<file path="src/rtl/wb_regfile_pkg.sv">
// Shared widths and types for the write-back register file slice.
package wb_regfile_pkg;

   localparam int RegWidth     = 32;
   localparam int RegAddrWidth = 5;
   localparam int CSRAddrWidth = 14;
   localparam int RegNum       = 1 << RegAddrWidth;

   typedef struct packed {
      logic                    en;
      logic [CSRAddrWidth-1:0] addr;
      logic [RegWidth-1:0]     data;
   } csr_req_t;

endpackage

</file>
<file path="src/rtl/wb_regfile_bank.sv">
// 32-entry GPR bank: two combinational read ports, one write port, r0 hardwired to zero.
module regfile_bank
   import wb_regfile_pkg::*;
(
   input  logic                    clk,
   input  logic                    rst,
   input  logic                    we_i,
   input  logic [RegAddrWidth-1:0] waddr_i,
   input  logic [RegWidth-1:0]     wdata_i,
   input  logic [RegAddrWidth-1:0] raddr1_i,
   input  logic [RegAddrWidth-1:0] raddr2_i,
   output logic [RegWidth-1:0]     rdata1_o,
   output logic [RegWidth-1:0]     rdata2_o
);

   logic [RegNum-1:0][RegWidth-1:0] regs_q;

   always_ff @(posedge clk) begin
      if (!rst) begin
         regs_q <= '0;
      end else if (we_i && (waddr_i != '0)) begin
         regs_q[waddr_i] <= wdata_i;
      end
   end

   // r0 is forced at the read side so the storage for entry 0 is never relied on
   assign rdata1_o = (raddr1_i == '0) ? '0 : regs_q[raddr1_i];
   assign rdata2_o = (raddr2_i == '0) ? '0 : regs_q[raddr2_i];

endmodule

</file>
<file path="src/rtl/wb_regfile.sv">
// Write-back stage register file: GPR bank, LLbit, registered CSR write port.
// Optional same-cycle write-to-read bypass is enabled with `define WB_BYPASS_EN.
module wb_regfile
   import wb_regfile_pkg::*;
(
   input  logic                    clk,
   input  logic                    rst,

   input  logic                    wb_reg_write_en,
   input  logic [RegAddrWidth-1:0] wb_reg_write_addr,
   input  logic [RegWidth-1:0]     wb_reg_write_data,

   input  logic                    wb_LLbit_write_en,
   input  logic                    wb_LLbit_write_data,

   input  logic                    wb_csr_write_en,
   input  logic [CSRAddrWidth-1:0] wb_csr_write_addr,
   input  logic [RegWidth-1:0]     wb_csr_write_data,

   input  logic                    excp_flush,

   input  logic                    reg1_read_en,
   input  logic [RegAddrWidth-1:0] reg1_read_addr,
   output logic [RegWidth-1:0]     reg1_read_data,
   input  logic                    reg2_read_en,
   input  logic [RegAddrWidth-1:0] reg2_read_addr,
   output logic [RegWidth-1:0]     reg2_read_data,

   output logic                    LLbit,

   output logic                    csr_write_en,
   output logic [CSRAddrWidth-1:0] csr_write_addr,
   output logic [RegWidth-1:0]     csr_write_data
);

   logic [RegWidth-1:0] bank_rdata1, bank_rdata2;
   logic                llbit_q, llbit_d;
   csr_req_t            csr_q, csr_d;

   regfile_bank u_bank (
      .clk      (clk),
      .rst      (rst),
      .we_i     (wb_reg_write_en),
      .waddr_i  (wb_reg_write_addr),
      .wdata_i  (wb_reg_write_data),
      .raddr1_i (reg1_read_addr),
      .raddr2_i (reg2_read_addr),
      .rdata1_o (bank_rdata1),
      .rdata2_o (bank_rdata2)
   );

`ifdef WB_BYPASS_EN
   // Bypass only when the write will actually commit; during reset reads show the array
   logic byp1, byp2;
   assign byp1 = rst && wb_reg_write_en && (wb_reg_write_addr != '0)
                 && (wb_reg_write_addr == reg1_read_addr);
   assign byp2 = rst && wb_reg_write_en && (wb_reg_write_addr != '0)
                 && (wb_reg_write_addr == reg2_read_addr);
`else
   logic byp1, byp2;
   assign byp1 = 1'b0;
   assign byp2 = 1'b0;
`endif

   always_comb begin
      reg1_read_data = '0;
      reg2_read_data = '0;
      if (reg1_read_en) reg1_read_data = byp1 ? wb_reg_write_data : bank_rdata1;
      if (reg2_read_en) reg2_read_data = byp2 ? wb_reg_write_data : bank_rdata2;
   end

   always_comb begin
      llbit_d = llbit_q;
      if (excp_flush)             llbit_d = 1'b0;
      else if (wb_LLbit_write_en) llbit_d = wb_LLbit_write_data;
   end

   // Idle cycles carry zero address/data so the CSR unit never sees stale values
   always_comb begin
      csr_d = '0;
      if (wb_csr_write_en) begin
         csr_d.en   = 1'b1;
         csr_d.addr = wb_csr_write_addr;
         csr_d.data = wb_csr_write_data;
      end
   end

   always_ff @(posedge clk) begin
      if (!rst) begin
         llbit_q <= 1'b0;
         csr_q   <= '0;
      end else begin
         llbit_q <= llbit_d;
         csr_q   <= csr_d;
      end
   end

   assign LLbit          = llbit_q;
   assign csr_write_en   = csr_q.en;
   assign csr_write_addr = csr_q.addr;
   assign csr_write_data = csr_q.data;

endmodule

</file>
<file path="config.mk">
export PLATFORM = sky130hd
export DESIGN_NAME = wb_regfile
export DESIGN_NICKNAME = d
export VERILOG_FILES = /design/src/rtl/wb_regfile_pkg.sv /design/src/rtl/wb_regfile_bank.sv /design/src/rtl/wb_regfile.sv
export SDC_FILE = /design/constraint.sdc
export NUM_CORES = 2
export LEC_CHECK = 0
export ABC_AREA = 0
export BUFFER_PORTS_ARGS = -buffer_cell sky130_fd_sc_hd__buf_2
export CAP_MARGIN = 20
export CELL_PAD_IN_SITES_DETAIL_PLACEMENT = 1
export CELL_PAD_IN_SITES_GLOBAL_PLACEMENT = 1
export CORE_MARGIN = 1
export CORE_UTILIZATION = 49
export CTS_CLUSTER_DIAMETER = 60
export DETAILED_ROUTE_END_ITERATION = 10
export GPL_TIMING_DRIVEN = 0
export PLACE_DENSITY_LB_ADDON = 0.15
export REMOVE_ABC_BUFFERS = 1
export SYNTH_ARGS = -nofsm -noshare
export SYNTH_HDL_FRONTEND = slang
export SYNTH_HIERARCHICAL = 1
export SYNTH_SLANG_ARGS = --single-unit
export TNS_END_PERCENT = 20
</file>
<file path="constraint.sdc">
create_clock -name clk -period 3.41 [get_ports clk]
set_input_delay 0.682 -clock clk [delete_from_list [all_inputs] [get_ports clk]]
set_output_delay 0.682 -clock clk [all_outputs]
set_load 0.005 [all_outputs]
</file>
==> metrics.yaml <==
critical_path:
  crit-reg2reg-capture: "u_bank/regs_q[297]"
  r2r-start: "u_bank/regs_q[297]"
  max_stage_delay_ps: 490
  critPathRequiredTime_ps: 2730
  start_kind: "input port"
  path_common_cell: "buf_2"
  cp_max_fo: 24
  crit_chain: "buf_2 -> clkinv_2 -> nand2_4 -> buf_12 -> a211oi_1 -> nor4_2 -> and2_1 -> buf_2"
  cpMaxStageDelayCell: "nor4_2"
  r2r_cells: 2
  path_buf_inv: 4
  end_kind: "primary output"
  rrSetupSlack_ps: 2370
  path_class: "in2out"
  arrival_ps: 3040
  cp_top_family: "buffers and inverters"
synthesis:
  synth.cells.most_frequent: "nand2_1 (2022), dfxtp_1 (1072), a21boi_0 (913)"
  yosysSeqAreaShare: 0.385
  synthFlopType: "dfxtp_1"
  netlist.top_cell.by_area: "dfxtp_1"
  yosys_warnings: 6
  synth_area_mm2: 0.0558
  synthMostInstantiatedCell: "nand2_1"
  ys_async_sr_fraction: 0
  yosys-top-cells-area: "dfxtp_1 (38%), mux4_2 (17%), nand2_1 (14%)"
  ys_ff_latch: 1072
  synth_cell_types: 48
  syn_area_per_cell_um2: 9.20
  synth_edf_count: 0
  netlist_instances: 6061
  yosysTopAreaCellShare: 0.385
placement:
  place.gp.congestion: 0.821
  port_buffers: 213
  dp_hpwl_um: 138000
  post-place-ws_ps: -1790
  placed_cells: 7275
detailed_routing:
  firstDrtPassIters: 6
  wl_per_cell_um: 34.4
  first_iter_violations: 7445
  vias_per_cell: 6.95
  drc: 0
  drtAntennaViolNets: 0
  vias: 53483
  drt_wl_total_um: 265000
floorplan:
  initial_utilization: 0.495
  rows: 123
  fp.dieW_um: 339
  die_h_um: 339
  die_area_mm2: 0.115
  core_mm2: 0.113
  ios: 214
flow_run:
  cap_violations: 0
timing:
  whs_ps: 79.9
  maxSlewHeadroom: 0.232
  setup_ws_ps: -312
  maxSlewViolCount: 0
  setup-violations-final: 64
  finalSetupTns_ps: -7790
  skew_ps: 0
  fin_crit_ps: 3720
  rsz0062_at_grt: "yes"
  worst_slew_pin_slew_ps: 1150
  fin_crit_sh: 1.09
  hold_viol: 0
  timing.fmax_mhz: 269
clocking:
  clock_sinks: 1072
  postCtsHoldBufs: 0
  htreeDepth: 4
  cts_made_buffers: 134
  clkLatencyLatePin_ps: 760
  cts_root_buf: "clkbuf_16"
  cts.clk_slew.worst_paths_ps: 50
  cts_tree: "done"
  clock_path_buffers: 3
grt:
  antenna_found_initial: 15
  grt.overflow.total: 0
  first_global_vias: 54653
  grt_use_total: 0.443
  grt_max_degree: 185
  grt_first_pass_wirelength_um: 374000
status:
  violations: "setup timing"
  status: "complete, but fails checks"
layout:
  stdcell_count: 7692
  num-nets-final: 6185
  area_growth_syn_to_layout_pct: 21.6
  fin_util: 0.602
  drive_gt1_frac: 0.231
hold_path:
  hold_path.class: "in2reg"
  min_from: "excp_flush"
  hold_end: "LLbit"
  hold_depth: 2
power:
  p_leak_uw: 0.0236
  powerDensity_mw_per_mm2: 452
  peakVddDrop_v: 0.000501
-- how the worst max path moves through the flow --
stage / cells past startpoint / slack [ps] / start / to
floorplan: 5 / -1710 / reg1_read_addr[2] / reg1_read_data[9]
global placement: 5 / -22610 / reg1_read_addr[0] / reg1_read_data[28]
detailed placement: 10 / -1790 / reg1_read_addr[0] / reg1_read_data[28]
CTS: 11 / -160 / reg1_read_addr[2] / reg1_read_data[24]
global route: 9 / -240 / reg1_read_addr[0] / reg1_read_data[25]
finish: 8 / -310 / reg2_read_addr[4] / reg2_read_data[21]
-- stage by stage --
step           total power, uW  cell area (um^2)
2_1_floorplan            13800             53100
3_3_place_gp             15800             56000
3_5_place_dp             15400             58800
4_1_cts                  30300             66700
5_1_grt                  31200             67800
6_report                 30700             67800
-- where the power goes --
part | switching, uW | internal [uW] | total, uW
sequential | 78.9 | 12600 | 12700
clock | 5900 | 8730 | 14600
combinational | 2020 | 1310 | 3340
total | 8000 | 22700 | 30700
-- registers in the layout (all words and copies together) (netlist names) --
name	flops
LLbit	1
csr_write_addr	14
csr_write_data	32
csr_write_en	1
u_bank/regs_q	1024
-- layer usage --
layer / vias to the layer above / GRT usage / part of all wire
met5: - / 0 / 0.00030
met4: 12 / 0.305 / 0.077
met3: 1330 / 0.138 / 0.13
met2: 4161 / 0.656 / 0.43
met1: 26753 / 0.551 / 0.36
li1: 21227 / - / -
-- worst register-to-register path: cells and delay by family, from the launching register on --
| kind | cells | cell delay, ps |
|---|---|---|
| AO/OA/AOI/OAI | 1 | 340 |
| AND/OR/NAND/NOR | 1 | 140 |
| flip-flops | 1 | 440 |
-- final cells by class --
cell class                      instances  area [um^2]
Antenna cell                           15         37.5
Multi-Input combinational cell       4354        33400
Inverter                                1         5.00
Clock inverter                         38          508
Fill cell                           12004        44800
Sequential cell                      1072        21500
Tap cell                             1500         1880
Timing Repair Buffer                  520         6630
Clock buffer                          192         3890
-- repair_timing --
action	in CTS	in global routing
pin swaps	50	37
setup buffers	61	55
gates resized for setup	261	98
cloned	54	4
setup endpoints to repair	64	64
-- cells in the final DEF, fill, tap and decap left out, types with 18 or more instances in the layout --
cell type / instances
buf_12: 96
a22o_1: 38
a22oi_1: 63
o22ai_1: 18
a211oi_2: 20
nor3_2: 22
a21oi_1: 35
clkbuf_1: 31
and3_1: 48
mux4_2: 414
nand2_1: 1988
o221ai_1: 24
buf_4: 93
mux2_2: 35
and2_2: 18
nor3_1: 20
nand2_2: 32
a21boi_1: 79
and2_1: 100
clkinv_2: 19
nor2b_1: 34
buf_2: 201
a21boi_0: 913
dfxtp_1: 1066
bufbuf_16: 23
clkbuf_16: 142
mux2i_1: 245
o22ai_2: 19
a211oi_1: 19
buf_6: 31
clkbuf_8: 23
buf_16: 58
-- logic make-up after synthesis --
group	after synthesis	share of synthesized area
multiplexers	700	0.219
flip-flops	1072	0.385
buffers and inverters	638	0.0486
AND/OR/NAND/NOR	2344	0.172
AO/OA/AOI/OAI	1307	0.176
No activity file was read; power rests on OpenSTA's default activity.
